### config.mk
export PLATFORM = sky130hd
export DESIGN_NAME = ranc_param_sequencer
export DESIGN_NICKNAME = d
export VERILOG_FILES = /design/src/rtl/ranc_pkg.sv /design/src/rtl/ranc_param_sequencer.sv
export SDC_FILE = /design/constraint.sdc
export NUM_CORES = 1
export LEC_CHECK = 0
export CAP_MARGIN = 20
export CORE_AREA = 2 2 300 302
export CTS_CLUSTER_SIZE = 12
export DETAILED_ROUTE_END_ITERATION = 8
export DIE_AREA = 0 0 302 304
export GPL_TIMING_DRIVEN = 0
export MAX_ROUTING_LAYER = met4
export PLACE_DENSITY_LB_ADDON = 0.08
export RECOVER_POWER = 100
export SYNTH_ARGS = -nofsm -noshare
export SYNTH_HDL_FRONTEND = slang
export SYNTH_SLANG_ARGS = --single-unit
### constraint.sdc
create_clock -name clk -period 2.9 [get_ports clk]
set_input_delay 0.725 -clock clk [delete_from_list [all_inputs] [get_ports clk]]
set_output_delay 0.725 -clock clk [all_outputs]
set_load 0.005 [all_outputs]
### src/rtl/ranc_pkg.sv
// Shared constants for the RANC parameter loader: default geometry and the
// sequencer state encoding.
package ranc_pkg;

  localparam int RANC_NUM_CORES   = 5;
  localparam int RANC_NUM_ENTRIES = 256;
  localparam int RANC_PARAM_W     = 368;
  localparam int RANC_INST_W      = 2;

  localparam int SEQ_STATE_W = 2;

  localparam logic [SEQ_STATE_W-1:0] SEQ_IDLE       = 2'd0;
  localparam logic [SEQ_STATE_W-1:0] SEQ_LOAD_INST  = 2'd1;
  localparam logic [SEQ_STATE_W-1:0] SEQ_LOAD_PARAM = 2'd2;
  localparam logic [SEQ_STATE_W-1:0] SEQ_DONE       = 2'd3;

endpackage

### src/rtl/ranc_param_sequencer.sv
// Streams one neuron-instruction table, then NUM_ENTRIES parameter words per
// core, into the RANC memories with registered one-cycle write strobes.
module ranc_param_sequencer
  import ranc_pkg::*;
#(
  parameter int NUM_CORES   = RANC_NUM_CORES,
  parameter int NUM_ENTRIES = RANC_NUM_ENTRIES,
  parameter int PARAM_W     = RANC_PARAM_W,
  parameter int INST_W      = RANC_INST_W
) (
  input  logic                           clk,
  input  logic                           reset_n,
  input  logic                           start,
  input  logic                           abort,
  input  logic                           inst_valid,
  output logic                           inst_ready,
  input  logic [INST_W-1:0]              inst_data,
  input  logic                           param_valid,
  output logic                           param_ready,
  input  logic [PARAM_W-1:0]             param_data,
  output logic                           neuron_inst_wen,
  output logic [$clog2(NUM_ENTRIES)-1:0] neuron_inst_address,
  output logic [INST_W-1:0]              neuron_inst_data,
  output logic [NUM_CORES-1:0]           core_param_wen,
  output logic [$clog2(NUM_ENTRIES)-1:0] core_param_address,
  output logic [PARAM_W-1:0]             core_param_data,
  output logic [$clog2(NUM_CORES)-1:0]   core_idx,
  output logic                           busy,
  output logic                           done
);

  localparam int ENTRY_W = $clog2(NUM_ENTRIES);
  localparam int CORE_W  = $clog2(NUM_CORES);
  localparam logic [ENTRY_W-1:0] LAST_ENTRY = ENTRY_W'(NUM_ENTRIES - 1);
  localparam logic [CORE_W-1:0]  LAST_CORE  = CORE_W'(NUM_CORES - 1);

  // Handshake: a word transfers on a rising edge where valid and ready are
  // both high; ready depends only on state, never on valid.

  logic [SEQ_STATE_W-1:0] state_q, state_d;
  logic [ENTRY_W-1:0]     entry_q, entry_d;
  logic [CORE_W-1:0]      core_idx_q, core_idx_d;

  logic                   inst_wen_q, inst_wen_d;
  logic [ENTRY_W-1:0]     inst_addr_q, inst_addr_d;
  logic [INST_W-1:0]      inst_data_q, inst_data_d;
  logic [NUM_CORES-1:0]   param_wen_q, param_wen_d;
  logic [ENTRY_W-1:0]     param_addr_q, param_addr_d;
  logic [PARAM_W-1:0]     param_data_q, param_data_d;

  logic in_inst;
  logic in_param;
  logic inst_acc;
  logic param_acc;
  logic last_entry;

  assign in_inst    = (state_q == SEQ_LOAD_INST);
  assign in_param   = (state_q == SEQ_LOAD_PARAM);
  // A word offered alongside abort is dropped: the load is being torn down.
  assign inst_acc   = in_inst  && inst_valid  && !abort;
  assign param_acc  = in_param && param_valid && !abort;
  assign last_entry = (entry_q == LAST_ENTRY);

  always_comb begin
    state_d    = state_q;
    entry_d    = entry_q;
    core_idx_d = core_idx_q;
    case (state_q)
      SEQ_IDLE, SEQ_DONE: begin
        if (start && !abort) begin
          state_d    = SEQ_LOAD_INST;
          entry_d    = '0;
          core_idx_d = '0;
        end
      end
      SEQ_LOAD_INST: begin
        if (abort) begin
          state_d    = SEQ_IDLE;
          entry_d    = '0;
          core_idx_d = '0;
        end else if (inst_acc) begin
          if (last_entry) begin
            state_d    = SEQ_LOAD_PARAM;
            entry_d    = '0;
            core_idx_d = '0;
          end else begin
            entry_d = entry_q + 1'b1;
          end
        end
      end
      SEQ_LOAD_PARAM: begin
        if (abort) begin
          state_d    = SEQ_IDLE;
          entry_d    = '0;
          core_idx_d = '0;
        end else if (param_acc) begin
          if (last_entry) begin
            entry_d = '0;
            if (core_idx_q == LAST_CORE) begin
              state_d = SEQ_DONE;
            end else begin
              core_idx_d = core_idx_q + 1'b1;
            end
          end else begin
            entry_d = entry_q + 1'b1;
          end
        end
      end
      default: begin
        state_d    = SEQ_IDLE;
        entry_d    = '0;
        core_idx_d = '0;
      end
    endcase
  end

  // Write ports latch only on acceptance so address/data hold between strobes.
  always_comb begin
    inst_wen_d   = inst_acc;
    inst_addr_d  = inst_acc ? entry_q : inst_addr_q;
    inst_data_d  = inst_acc ? inst_data : inst_data_q;
    param_addr_d = param_acc ? entry_q : param_addr_q;
    param_data_d = param_acc ? param_data : param_data_q;
    param_wen_d  = '0;
    for (int i = 0; i < NUM_CORES; i++) begin
      param_wen_d[i] = param_acc && (core_idx_q == CORE_W'(i));
    end
  end

  always_ff @(posedge clk or negedge reset_n) begin
    if (!reset_n) begin
      state_q      <= SEQ_IDLE;
      entry_q      <= '0;
      core_idx_q   <= '0;
      inst_wen_q   <= 1'b0;
      inst_addr_q  <= '0;
      inst_data_q  <= '0;
      param_wen_q  <= '0;
      param_addr_q <= '0;
      param_data_q <= '0;
    end else begin
      state_q      <= state_d;
      entry_q      <= entry_d;
      core_idx_q   <= core_idx_d;
      inst_wen_q   <= inst_wen_d;
      inst_addr_q  <= inst_addr_d;
      inst_data_q  <= inst_data_d;
      param_wen_q  <= param_wen_d;
      param_addr_q <= param_addr_d;
      param_data_q <= param_data_d;
    end
  end

  assign inst_ready          = in_inst;
  assign param_ready         = in_param;
  assign neuron_inst_wen     = inst_wen_q;
  assign neuron_inst_address = inst_addr_q;
  assign neuron_inst_data    = inst_data_q;
  assign core_param_wen      = param_wen_q;
  assign core_param_address  = param_addr_q;
  assign core_param_data     = param_data_q;
  assign core_idx            = core_idx_q;
  assign busy                = in_inst || in_param;
  assign done                = (state_q == SEQ_DONE);

endmodule

Yosys cells after proc, flatten, opt, wreduce, memory -nomap -nowiden
Index checks and enable logic that the tools add are counted.
{"block": "classes", "n_reduce_logical": 18, "add_sub_neg": 2, "mux": 25, "eq_ne": 15}
{"op": "2-to-1 mux 8 bit", "n": 6}
{"op": "2-to-1 mux 3 bit", "n": 8}
{"op": "one-hot mux 8 bit (3 select lines)", "n": 1}
{"op": "2-to-1 mux 2 bit", "n": 8}
{"op": "!= test 3 x 2 -> 1 bit, second input constant", "n": 5}
{"op": "AND reduction 6 bit", "n": 2}
{"op": "logical AND 1 bit", "n": 10}
{"op": "one-hot mux 3 bit (3 select lines)", "n": 1}
{"op": "adder 8 x 1 -> 8 bit, second input constant", "n": 1}
{"op": "== test 8 bit, second input constant", "n": 1}
{"op": "== test 3 x 2 -> 1 bit, second input constant", "n": 2}
{"op": "one-hot mux 2 bit (3 select lines)", "n": 1}
{"op": "== test 2 bit, second input constant", "n": 2}
{"op": "adder 3 x 1 -> 3 bit, second input constant", "n": 1}
{"op": "== test 3 x 1 -> 1 bit, second input constant", "n": 1}
{"op": "== test 3 bit, second input constant", "n": 1}
{"op": "logical NOT 3 bit", "n": 1}
{"op": "!= test 3 bit, second input constant", "n": 1}
{"op": "AND reduction 3 bit", "n": 1}
{"op": "== test 2 x 1 -> 1 bit, second input constant", "n": 1}
{"op": "logical NOT 2 bit", "n": 1}
{"op": "!= test 2 bit, second input constant", "n": 1}
{"op": "OR reduction 2 bit", "n": 1}
{"op": "logical NOT 1 bit", "n": 1}
{"op": "logical OR 1 bit", "n": 1}
{"block": "totals", "inputBits": 376, "word_cells": 69, "out_inout_bits": 399, "reg_bits": 405}

Depth between registers and ports, before layout
Gate-level depths: netlist (run 1).
{"block": "logic_depth", "ltp_word": 6, "mapped_depth": 8, "depth_no_buf": 6}

Worst setup path before layout (run 1)
No wires, ideal clock.
{"block": "synth_timing", "kind": "reg-to-reg", "start": "register state_q[0]", "end": "register param_addr_q[0], in the netlist core_param_address[0]", "t_required_ps": 2775, "path_buffers": 2, "period_less_slack_ps": 1760, "setup_time_ps": 125, "stages_incl_launch_ff": 8, "t_arrival_ps": 1635, "path_slack_ps": 1140, "cell_sequence": "dfrtp_1 > inv_1 > ha_1 > nor2b_4 > nand2_4 > buf_12 > buf_12 > mux2_4"}
{"block": "synth_between", "elab_chain_cells": 3}
{"item": "start: declaration", "line_no": "ranc_param_sequencer.sv:40", "rtl": "logic [SEQ_STATE_W-1:0] state_q, state_d;"}
{"item": "start signal: assignment", "line_no": "ranc_param_sequencer.sv:142", "rtl": "state_q <= state_d;"}
{"item": "== test 2 bit", "line_no": "ranc_param_sequencer.sv:58", "rtl": "assign in_param = (state_q == SEQ_LOAD_PARAM);"}
{"item": "via param_ready", "line_no": "ranc_param_sequencer.sv:19", "rtl": "output logic param_ready,"}
{"item": "logical AND 1 bit (2 in a row)", "line_no": "ranc_param_sequencer.sv:61", "rtl": "assign param_acc = in_param && param_valid && !abort;"}
{"item": "end signal: assignment", "line_no": "ranc_param_sequencer.sv:149", "rtl": "param_addr_q <= param_addr_d;"}
{"item": "end: declaration", "line_no": "ranc_param_sequencer.sv:48", "rtl": "logic [ENTRY_W-1:0] param_addr_q, param_addr_d;"}
The timed path passes the listed nets, and every way through them passes these cells.
A chain may end at the register's enable or synchronous reset.

Worst setup path after layout (run 1)
{"block": "layout_timing", "start": "register state_q[0]", "end": "output port busy"}
{"block": "layout_between", "elab_chain_cells": 2, "word_cells_on_any_way": 3, "cone_classes": "eq/ne (2); reduce/logical (1)"}
{"item": "== test 2 x 1 -> 1 bit / == test 2 bit (equally long branches)", "line_no": "ranc_param_sequencer.sv:57, ranc_param_sequencer.sv:58"}
{"item": "logical OR 1 bit (*)", "line_no": "ranc_param_sequencer.sv:163", "rtl": "assign busy = in_inst || in_param;"}
{"item": "end: declaration", "line_no": "ranc_param_sequencer.sv:28", "rtl": "output logic busy,"}
Mark *: on every way between the ends. The rest lies on a longest branch, timed or not.

==> impl_metrics.py, run 1 <==
metrics = {
    "sta": {
        "drv_slew": 0,
        "worst_pin_slew_ns": 1.08,
        "finalCritPeriodShare_pct": 96.4,
        "layout_min_cycle_time_ns": 2.80,
        "max_freq_mhz": 358,
        "hold_violations": 0,
        "slew_headroom_pct": 28.2,
        "fin_skew_ns": 0.0133,
        "rsz0062_at_grt": "false",
        "finalSetupViolations": 0,
    },
    "critical_path": {
        "cp-start-kind": "register",
        "worstSetupPathType": "reg -> out",
        "path_max_fanout": 3,
        "arrival_ns": 2.07,
        "crit_required_ns": 2.17,
        "end_kind": "primary output",
    },
    "clock_tree": {
        "clock_sinks": 405,
        "htreeDepth": 2,
        "clockBufferDepth": 3,
        "clk_pin_slew_worst_paths_ns": 0.06,
        "cts_resized": 0,
        "cts_buffers": 54,
        "insertion_delay_ns": 0.60,
        "cts_tree": "built",
        "root_buffer": "clkbuf_16",
        "post_cts_buffers": 0,
        "hold_buffers": 1,
    },
    "place": {
        "gp_congestion": 0.776,
        "hpwl_um": 50900,
        "dpl-instance-area_mm2": 0.0267,
        "io_buffers": 774,
        "place_inst": 2892,
    },
    "power_and_ir_drop": {
        "powerDensity_mw_per_mm2": 875,
        "irDropWorstVdd_mv": 0.397,
        "p_leak_nw": 13.0,
    },
    "synth": {
        "synthDistinctLibCells": 45,
        "syn-cell-area_mm2": 0.0174,
        "synth_area_leaders": "dfrtp_1, mux2_4, buf_12, ha_1, mux2_1",
        "syn_inst": 938,
        "ys_seq_area_share_pct": 58.3,
        "synth-async-reset-ratio_pct": 100,
        "yosys.area.top_type_share_pct": 58.3,
        "synth_edf_count": 0,
        "syn_area_per_cell_um2": 18.5,
        "synth_flop_cell": "dfrtp_1",
        "syn_nets": 1323,
        "yosys_warnings": 0,
        "yosysTopAreaCell": "dfrtp_1",
        "ys_ff_latch": 405,
    },
    "final_layout": {
        "drive_gt1_share_pct": 16.1,
        "layout_commonest_cell": "dfrtp_1",
        "area_growth_pct": 55.9,
        "fin_area_mm2": 0.0271,
        "nets": 2158,
        "fillers": 9104,
        "instances_no_fill": 3011,
        "final_cell_mix": "dfrtp_1, dlygate4sd3_1, clkdlybuf4s50_1",
    },
    "global_route": {
        "grt_pass1_wl_um": 93200,
        "grt_overflow": 0,
        "grt_util_all_layers_pct": 14.4,
        "grt_max_degree": 104,
        "gr-usage-met2_pct": 25.9,
        "grt_pass1_vias": 12200,
        "use_met3_pct": 4.53,
        "grt_antenna_before_repair": 17,
        "grt_busiest_layer": "met2",
        "use_met1_pct": 14.9,
    },
    "floorplanning": {
        "fp-row-count": 110,
        "dieArea_mm2": 0.0918,
        "die_x_um": 302,
        "start_util_pct": 19.5,
        "io_pins": 775,
        "fp.coreArea_mm2": 0.0890,
        "die_h_um": 304,
    },
    "min_path": {
        "hold_path.class": "reg -> reg",
    },
    "route": {
        "routed_wl_um": 65100,
        "post_drt_wl_per_cell_um": 21.6,
        "drtIter0Drc": 385,
        "drt-pass1-iter-count": 4,
        "vias": 11200,
        "drc": 0,
        "vias_per_cell": 3.73,
        "antenna_left": 0,
    },
    "outcome": {
        "status": "complete, no violations",
    },
    "run": {
        "cap_violations": 0,
    },
}
==> where the power goes <==
| part | total, mW | switching [mW] | leakage (nW) | internal [mW] |
|---|---|---|---|---|
| registers | 8.94 | 1.08 | 5.22 | 7.86 |
| logic | 8.14 | 2.93 | 6.90 | 5.22 |
| clock network | 6.61 | 2.71 | 0.874 | 3.91 |
==> cells in the mapped netlist (2+ instances only) <==
master	instances
a21oi_1	2
o21ai_0	3
o211ai_1	2
nand4_1	5
nand3_1	4
nor3b_1	3
nor2b_1	2
inv_2	2
o22ai_1	2
and3_1	3
and2_1	2
a211oi_1	2
o31ai_1	5
ha_1	9
a31oi_1	3
a41o_1	2
mux2_1	10
inv_1	9
o21ai_1	10
dfrtp_1	405
buf_2	4
buf_12	41
nor3_1	3
nand2_1	10
mux2_4	372
nor2_1	4
==> sequential cells by signal (all words and copies together) (netlist names) <==
name / count
core_param_data: 368
core_param_address: 8
entry_q: 8
neuron_inst_address: 8
core_param_wen: 5
core_idx: 3
neuron_inst_data: 2
state_q: 2
neuron_inst_wen: 1
==> critical path, cell delays in order, from the launching register on <==
cell and delay (ns):
dfrtp_1 0.38, inv_1 0.07, ha_1 0.32, inv_1 0.14, clkdlybuf4s50_1 0.55
==> per-stage QoR <==
stage | power, mW | hold slack, ns | util [%] | TNS (ns) | setup WS, ns
final | 23.7 | 0.476 | 30.4 | 0 | 0.103
after floorplan | 13.0 | 0.429 | - | 0 | 1.14
after CTS | 26.5 | 0.493 | 32.0 | 0 | 0.0549
after global placement | 19.6 | 0.475 | 29.9 | -7708.52 | -19.12
after detailed placement | 19.5 | 0.480 | 30.0 | 0 | 0.302
after global routing | 25.2 | 0.498 | 30.4 | 0 | 0.00479
==> worst paths after layout <==
kind	cells past startpoint	from	slack, ns	to
worst min-delay path	2	neuron_inst_address[7]	0.48	neuron_inst_address[7]
max in group asynchronous	4	reset_n	0.51	core_param_data[61]
worst max-delay path	4	state_q[0]	0.10	busy
min in group asynchronous	2	reset_n	0.59	core_param_data[272]
worst max register to register	7	state_q[0]	0.20	core_param_data[50]
worst min register to register	2	neuron_inst_address[7]	0.48	neuron_inst_address[7]
==> logic make-up after synthesis <==
group           Yosys count  share of synthesized area, %
compound gates           37                          1.44
fa+ha+maj                 9                         0.648
buf+inv                  58                          5.16
flops                   405                          58.3
mux                     384                          32.9
simple gates             45                          1.55
==> routing by layer <==
metal	share of wire, %	vias up
met4	2.1	0
li1	-	5061
met1	36	5671
met5	0	-
met2	55	404
met3	7.7	84
==> final cells by class <==
type / instances / area (um2) / area share (%)
Inverter: 11 / 41.3 / 0.152
Buffer: 47 / 299 / 1.10
Sequential cell: 405 / 10100 / 37.4
Tap cell: 1176 / 1470 / 5.43
Clock buffer: 87 / 1670 / 6.15
Timing Repair Buffer: 779 / 7860 / 29.0
Antenna cell: 18 / 45.0 / 0.166
Clock inverter: 13 / 87.6 / 0.323
Multi-Input combinational cell: 475 / 5490 / 20.3
Note: power is estimated with default switching activity, not from simulation.
==> inputs of run 2 (changes only) <==
--- a/config.mk
+++ b/config.mk
@@ -5,11 +5,11 @@
 export SDC_FILE = /design/constraint.sdc
 export NUM_CORES = 1
 export LEC_CHECK = 0
-export CAP_MARGIN = 20
-export CORE_AREA = 2 2 300 302
+export CORE_AREA = 2 2 303 305
+export CTS_BUF_LIST = sky130_fd_sc_hd__clkbuf_2 sky130_fd_sc_hd__clkbuf_4 sky130_fd_sc_hd__clkbuf_8
 export CTS_CLUSTER_SIZE = 12
 export DETAILED_ROUTE_END_ITERATION = 8
-export DIE_AREA = 0 0 302 304
+export DIE_AREA = 0 0 305 307
 export GPL_TIMING_DRIVEN = 0
 export MAX_ROUTING_LAYER = met4
 export PLACE_DENSITY_LB_ADDON = 0.08
==> run 2 against run 1 <==
  * Clock skew increased by 0.015 ns
  * Global-route usage decreased by 0.34 points
  * First-iteration DRC count decreased by 13%
==> impl_metrics.py, run 2 (synthesis results as in run 1) <==
metrics = {
    "sta": {
        "hold_violations": 0,
        "max_freq_mhz": 369,
        "worst_pin_slew_ns": 1.47,
        "rsz0062_at_grt": "false",
        "fin_skew_ns": 0.0286,
        "finalCritPeriodShare_pct": 93.4,
        "layout_min_cycle_time_ns": 2.71,
        "hold_ws_ns": 0.479,
        "slew_headroom_pct": 2.11,
        "drv_slew": 0,
        "setup_tns_ns": 0,
        "finalSetupViolations": 0,
    },
    "global_route": {
        "grt_busiest_layer": "met2",
        "gr-usage-met2_pct": 24.2,
        "use_met3_pct": 5.80,
        "grt_util_all_layers_pct": 14.1,
        "grt_overflow": 0,
        "use_met1_pct": 14.4,
        "grt_antenna_before_repair": 16,
        "grt_max_degree": 106,
        "grt_pass1_wl_um": 92400,
        "grt_pass1_vias": 12500,
    },
    "critical_path": {
        "r2r_end": "core_param_data[299]",
        "worst-r2r-setup-slack_ns": 0.32,
        "cp-start-kind": "register",
        "critPathBufInv": 2,
        "cp_cell_sequence": "inv_1, ha_1, clkdlybuf4s50_1",
        "end_kind": "primary output",
        "critPathMaxStageDelay_ns": 0.56,
        "worstSetupPathType": "reg -> out",
        "cp_top_family": "buffers and inverters",
        "cpMaxStageDelayCell": "clkdlybuf4s50_1",
        "r2r_cells": 7,
        "path_max_fanout": 5,
        "r2r-start": "state_q[0]",
        "arrival_ns": 1.98,
        "crit_required_ns": 2.17,
    },
    "power_and_ir_drop": {
        "p_total_mw": 23.1,
        "p_leak_nw": 12.8,
        "irDropWorstVdd_mv": 0.354,
        "powerDensity_mw_per_mm2": 862,
    },
    "clock_tree": {
        "clk_pin_slew_worst_paths_ns": 0.06,
        "htreeDepth": 3,
        "root_buffer": "clkbuf_8",
        "cts_buffers": 85,
        "post_cts_buffers": 0,
        "clock_sinks": 405,
        "clockBufferDepth": 3,
        "insertion_delay_ns": 0.69,
        "cts_tree": "built",
    },
    "min_path": {
        "hold_path.class": "reg -> reg",
        "holdPathStages": 1,
        "whs_endpoint": "core_param_data[291]",
        "hp-start": "core_param_data[291]",
    },
    "place": {
        "dpl-instance-area_mm2": 0.0267,
        "hpwl_um": 49200,
        "io_buffers": 774,
        "gp_congestion": 0.764,
    },
    "floorplanning": {
        "dieArea_mm2": 0.0936,
        "fp-row-count": 111,
        "fp.coreArea_mm2": 0.0907,
        "die_x_um": 305,
        "start_util_pct": 19.2,
        "io_pins": 775,
        "die_h_um": 307,
    },
    "route": {
        "vias": 11400,
        "routed_wl_um": 64400,
        "post_drt_wl_per_cell_um": 21.0,
        "antenna_left": 0,
        "drtIter0Drc": 336,
        "vias_per_cell": 3.71,
        "drt-pass1-iter-count": 4,
        "drc": 0,
    },
    "final_layout": {
        "fillers": 9355,
        "drive_gt1_share_pct": 15.7,
        "final_cell_mix": "dfrtp_1, dlygate4sd3_1, clkdlybuf4s50_1",
        "nets": 2189,
        "fin_area_mm2": 0.0268,
        "largest_reg_flops": 368,
        "area_growth_pct": 54.0,
        "layout_commonest_cell": "dfrtp_1",
    },
    "outcome": {
        "status": "complete, no violations",
    },
    "run": {
        "cap_violations": 0,
    },
}
==> run 2: changes by cell type in the layout (fill, tap and decap cells not counted), moves of 22 or more <==
cell       change
clkbuf_16     -54
clkbuf_8      +83
clkbuf_2      +22
clkbuf_4      +22
mux2_4        -57
mux2_1        +57
==> run 2: stage by stage <==
step / instances / utilization (%) / setup WS, ns
global placement: 2898 / 29.3 / -19.13
floorplan: 938 / - / 1.14
global route: 3061 / 29.5 / 0.0118
CTS: 3045 / 31.4 / 0.0436
detailed placement: 2902 / 29.5 / 0.280
finish: 3061 / 29.5 / 0.191
==> run 2: worst reg2reg max path, cell delays in order (launching register included) <==
cell and delay [ns]:
dfrtp_1 0.40, inv_1 0.08, ha_2 0.23, nor2b_1 0.44
nand2_1 0.24, buf_2 0.32, clkbuf_2 0.35, mux2_1 0.39
==> run 2: routing by layer <==
layer	routed length [um]	vias up
met5	0	-
met4	1660	0
met3	5610	94
met2	34200	499
met1	22900	5674
li1	-	5102
==> run 2: power by group <==
| part | internal [mW] | switching [mW] | leakage (nW) |
|---|---|---|---|
| Sequential | 7.86 | 1.09 | 5.22 |
| Combinational | 4.93 | 2.86 | 6.63 |
| Clock | 3.65 | 2.69 | 0.909 |
| Total | 16.4 | 6.64 | 12.8 |
==> run 2: layout make-up <==
type / count / area, um2 / area share [%]
clock inverter: 15 / 138 / 0.514
timing repair buffer: 779 / 7810 / 29.2
multi-input combinational: 475 / 5280 / 19.7
buffer: 47 / 251 / 0.939
tap: 1186 / 1480 / 5.54
inverter: 11 / 41.3 / 0.154
sequential: 405 / 10100 / 37.9
clock buffer: 127 / 1590 / 5.94
antenna: 16 / 40.0 / 0.150
==> run 2: timing repair <==
item,in CTS,in global routing
gates resized for setup,2,0
hold buffers,1,0
endpoints found under the setup margin,2,0
hold endpoints to repair,50,0
==> run 2: how the worst max path moves through the flow <==
stage	startpoint	endpoint	slack [ns]	cells past startpoint
CTS	state_q[1]	inst_ready	0.04	3
global route	state_q[1]	inst_ready	0.01	3
global placement	reset_n	core_param_data[353]	-19.13	1
finish	state_q[1]	inst_ready	0.19	3
floorplan	state_q[0]	core_param_address[0]	1.14	7
detailed placement	abort	core_param_data[121]	0.28	6
==> inputs of run 3 (changes only) <==
--- a/config.mk
+++ b/config.mk
@@ -14,6 +14,7 @@
 export MAX_ROUTING_LAYER = met4
 export PLACE_DENSITY_LB_ADDON = 0.08
 export RECOVER_POWER = 100
+export SLEW_MARGIN = 20
 export SYNTH_ARGS = -nofsm -noshare
 export SYNTH_HDL_FRONTEND = slang
 export SYNTH_SLANG_ARGS = --single-unit
==> run 3 against run 2 <==
  * Die area unchanged
  * Non-clock buffer count increased by 1
  * Setup slack got worse by 0.019 ns
  * Critical endpoint is now param_ready
  * Largest power group unchanged
==> impl_metrics.py, run 3 (synthesis results as in run 1) <==
metrics = {
    "final_layout": {
        "final_cell_mix": "dfrtp_1, dlygate4sd3_1, clkdlybuf4s50_1",
        "multi_input_area_mm2": 0.00525,
        "fillers": 9399,
        "largest_reg_flops": 368,
        "nets": 2190,
        "area_growth_pct": 54.6,
        "layout_commonest_cell": "dfrtp_1",
        "fin_area_mm2": 0.0269,
        "drive_gt1_share_pct": 15.4,
        "register_area_mm2": 0.0101,
    },
    "power_and_ir_drop": {
        "p_int_mw": 16.6,
        "pwr-share-seq_pct": 38.5,
        "powerDensity_mw_per_mm2": 867,
        "p_clk_share_pct": 28.2,
        "p_sw_mw": 6.67,
        "p_leak_nw": 12.8,
        "netSwitchingFraction_pct": 28.7,
        "irDropWorstVdd_mv": 0.324,
        "power_frac_comb_pct": 33.3,
    },
    "global_route": {
        "grt_overflow": 0,
        "grt_pass1_vias": 12600,
        "grt_util_all_layers_pct": 14.2,
        "grt_max_degree": 85,
        "grt_antenna_before_repair": 14,
        "grt_pass1_wl_um": 93600,
    },
    "route": {
        "antenna_left": 0,
        "drc": 0,
        "drt-pass1-iter-count": 4,
        "drtIter0Drc": 313,
        "routed_wl_um": 64700,
        "post_drt_wl_per_cell_um": 21.1,
        "vias": 11400,
        "vias_per_cell": 3.73,
    },
    "clock_tree": {
        "cts_tree": "built",
        "clock_sinks": 405,
        "post_cts_buffers": 0,
        "root_buffer": "clkbuf_8",
        "cts_buffers": 85,
        "clockBufferDepth": 3,
        "clk_pin_slew_worst_paths_ns": 0.06,
        "insertion_delay_ns": 0.69,
        "htreeDepth": 3,
    },
    "floorplanning": {
        "start_util_pct": 19.2,
        "io_pins": 775,
        "fp.coreArea_mm2": 0.0907,
        "fp-row-count": 111,
        "dieArea_mm2": 0.0936,
        "die_x_um": 305,
        "die_h_um": 307,
    },
    "critical_path": {
        "arrival_ns": 2.00,
        "cpMaxStageDelayCell": "clkdlybuf4s50_1",
        "end_kind": "primary output",
        "worstSetupPathType": "reg -> out",
        "cp-start-kind": "register",
        "crit_required_ns": 2.17,
        "cp_cell_sequence": "inv_1, ha_2, clkdlybuf4s50_1",
        "critPathMaxStageDelay_ns": 0.57,
        "path_max_fanout": 6,
    },
    "sta": {
        "fin_skew_ns": 0.0258,
        "hold_ws_ns": 0.481,
        "finalSetupViolations": 0,
        "max_freq_mhz": 367,
        "drv_slew": 0,
        "slew_headroom_pct": 6.36,
        "layout_min_cycle_time_ns": 2.73,
        "worst_pin_slew_ns": 1.40,
        "finalCritPeriodShare_pct": 94.1,
        "rsz0062_at_grt": "false",
        "hold_violations": 0,
    },
    "place": {
        "io_buffers": 774,
        "dpl-instance-area_mm2": 0.0268,
        "hpwl_um": 50000,
        "gp_congestion": 0.764,
    },
    "min_path": {
        "hold_path.class": "reg -> reg",
    },
    "outcome": {
        "status": "complete, no violations",
    },
    "run": {
        "cap_violations": 0,
    },
}
[run 3: per-stage QoR]
stage / instances / setup TNS [ns] / power [mW] / utilization [%] / setup slack (ns)
floorplan: 938 / 0 / 13.0 / - / 1.14
global placement: 2898 / -7704.48 / 19.5 / 29.3 / -19.13
detailed placement: 2903 / 0 / 19.5 / 29.5 / 0.284
CTS: 3048 / 0 / 26.4 / 31.5 / 0.0351
global route: 3062 / 0 / 24.8 / 29.6 / 0.0266
finish: 3062 / 0 / 23.3 / 29.6 / 0.172
[run 3: layer usage]
layer / GRT usage (%) / wire, um
met3: 5.59 / 5810
met1: 14.8 / 23300
met4: 5.55 / 1610
met2: 24.2 / 34000
met5: - / 0
[run 3: area by class of cell]
type | count | share of cell area (%)
Clock buffer | 129 | 5.96
Antenna cell | 14 | 0.130
Sequential cell | 405 | 37.7
Multi-Input combinational cell | 475 | 19.5
Timing Repair Buffer | 780 | 29.4
Tap cell | 1186 | 5.52
Clock inverter | 15 | 0.694
Buffer | 47 | 0.936
Inverter | 11 | 0.154
[run 3: what timing repair did]
action	CTS	global route
endpoints found under the hold margin	46	0
resized for setup	2	1
hold buffers	1	0
setup endpoints to repair	2	1
[run 3: critical path, delay by kind of cell (launching register included)]
kind                       cells  cell delay [ns]
buffers and inverters          2             0.66
DFF                            1             0.40
adders and majority gates      1             0.25
[run 3: worst paths after layout]
kind / start / to / slack [ns] / depth (start not counted)
worst max-delay path: state_q[0] / param_ready / 0.17 / 3
worst min-delay path: core_param_data[193] / core_param_data[193] / 0.48 / 1
worst max register to register: state_q[0] / core_param_data[133] / 0.28 / 7
worst min register to register: core_param_data[193] / core_param_data[193] / 0.48 / 1
max in group asynchronous: reset_n / core_param_data[362] / 0.46 / 4
min in group asynchronous: reset_n / core_param_data[294] / 0.86 / 2
[run 3: power by group through the flow]
| stage | registers, mW | clock network (mW) | logic [mW] |
|---|---|---|---|
| after floorplan | 9.26 | 0 | 3.72 |
| after detailed placement | 9.19 | 0 | 10.3 |
| after global routing | 9.30 | 7.18 | 8.30 |
| final | 8.96 | 6.56 | 7.76 |
| after CTS | 9.16 | 6.91 | 10.3 |
| after global placement | 9.21 | 0 | 10.3 |
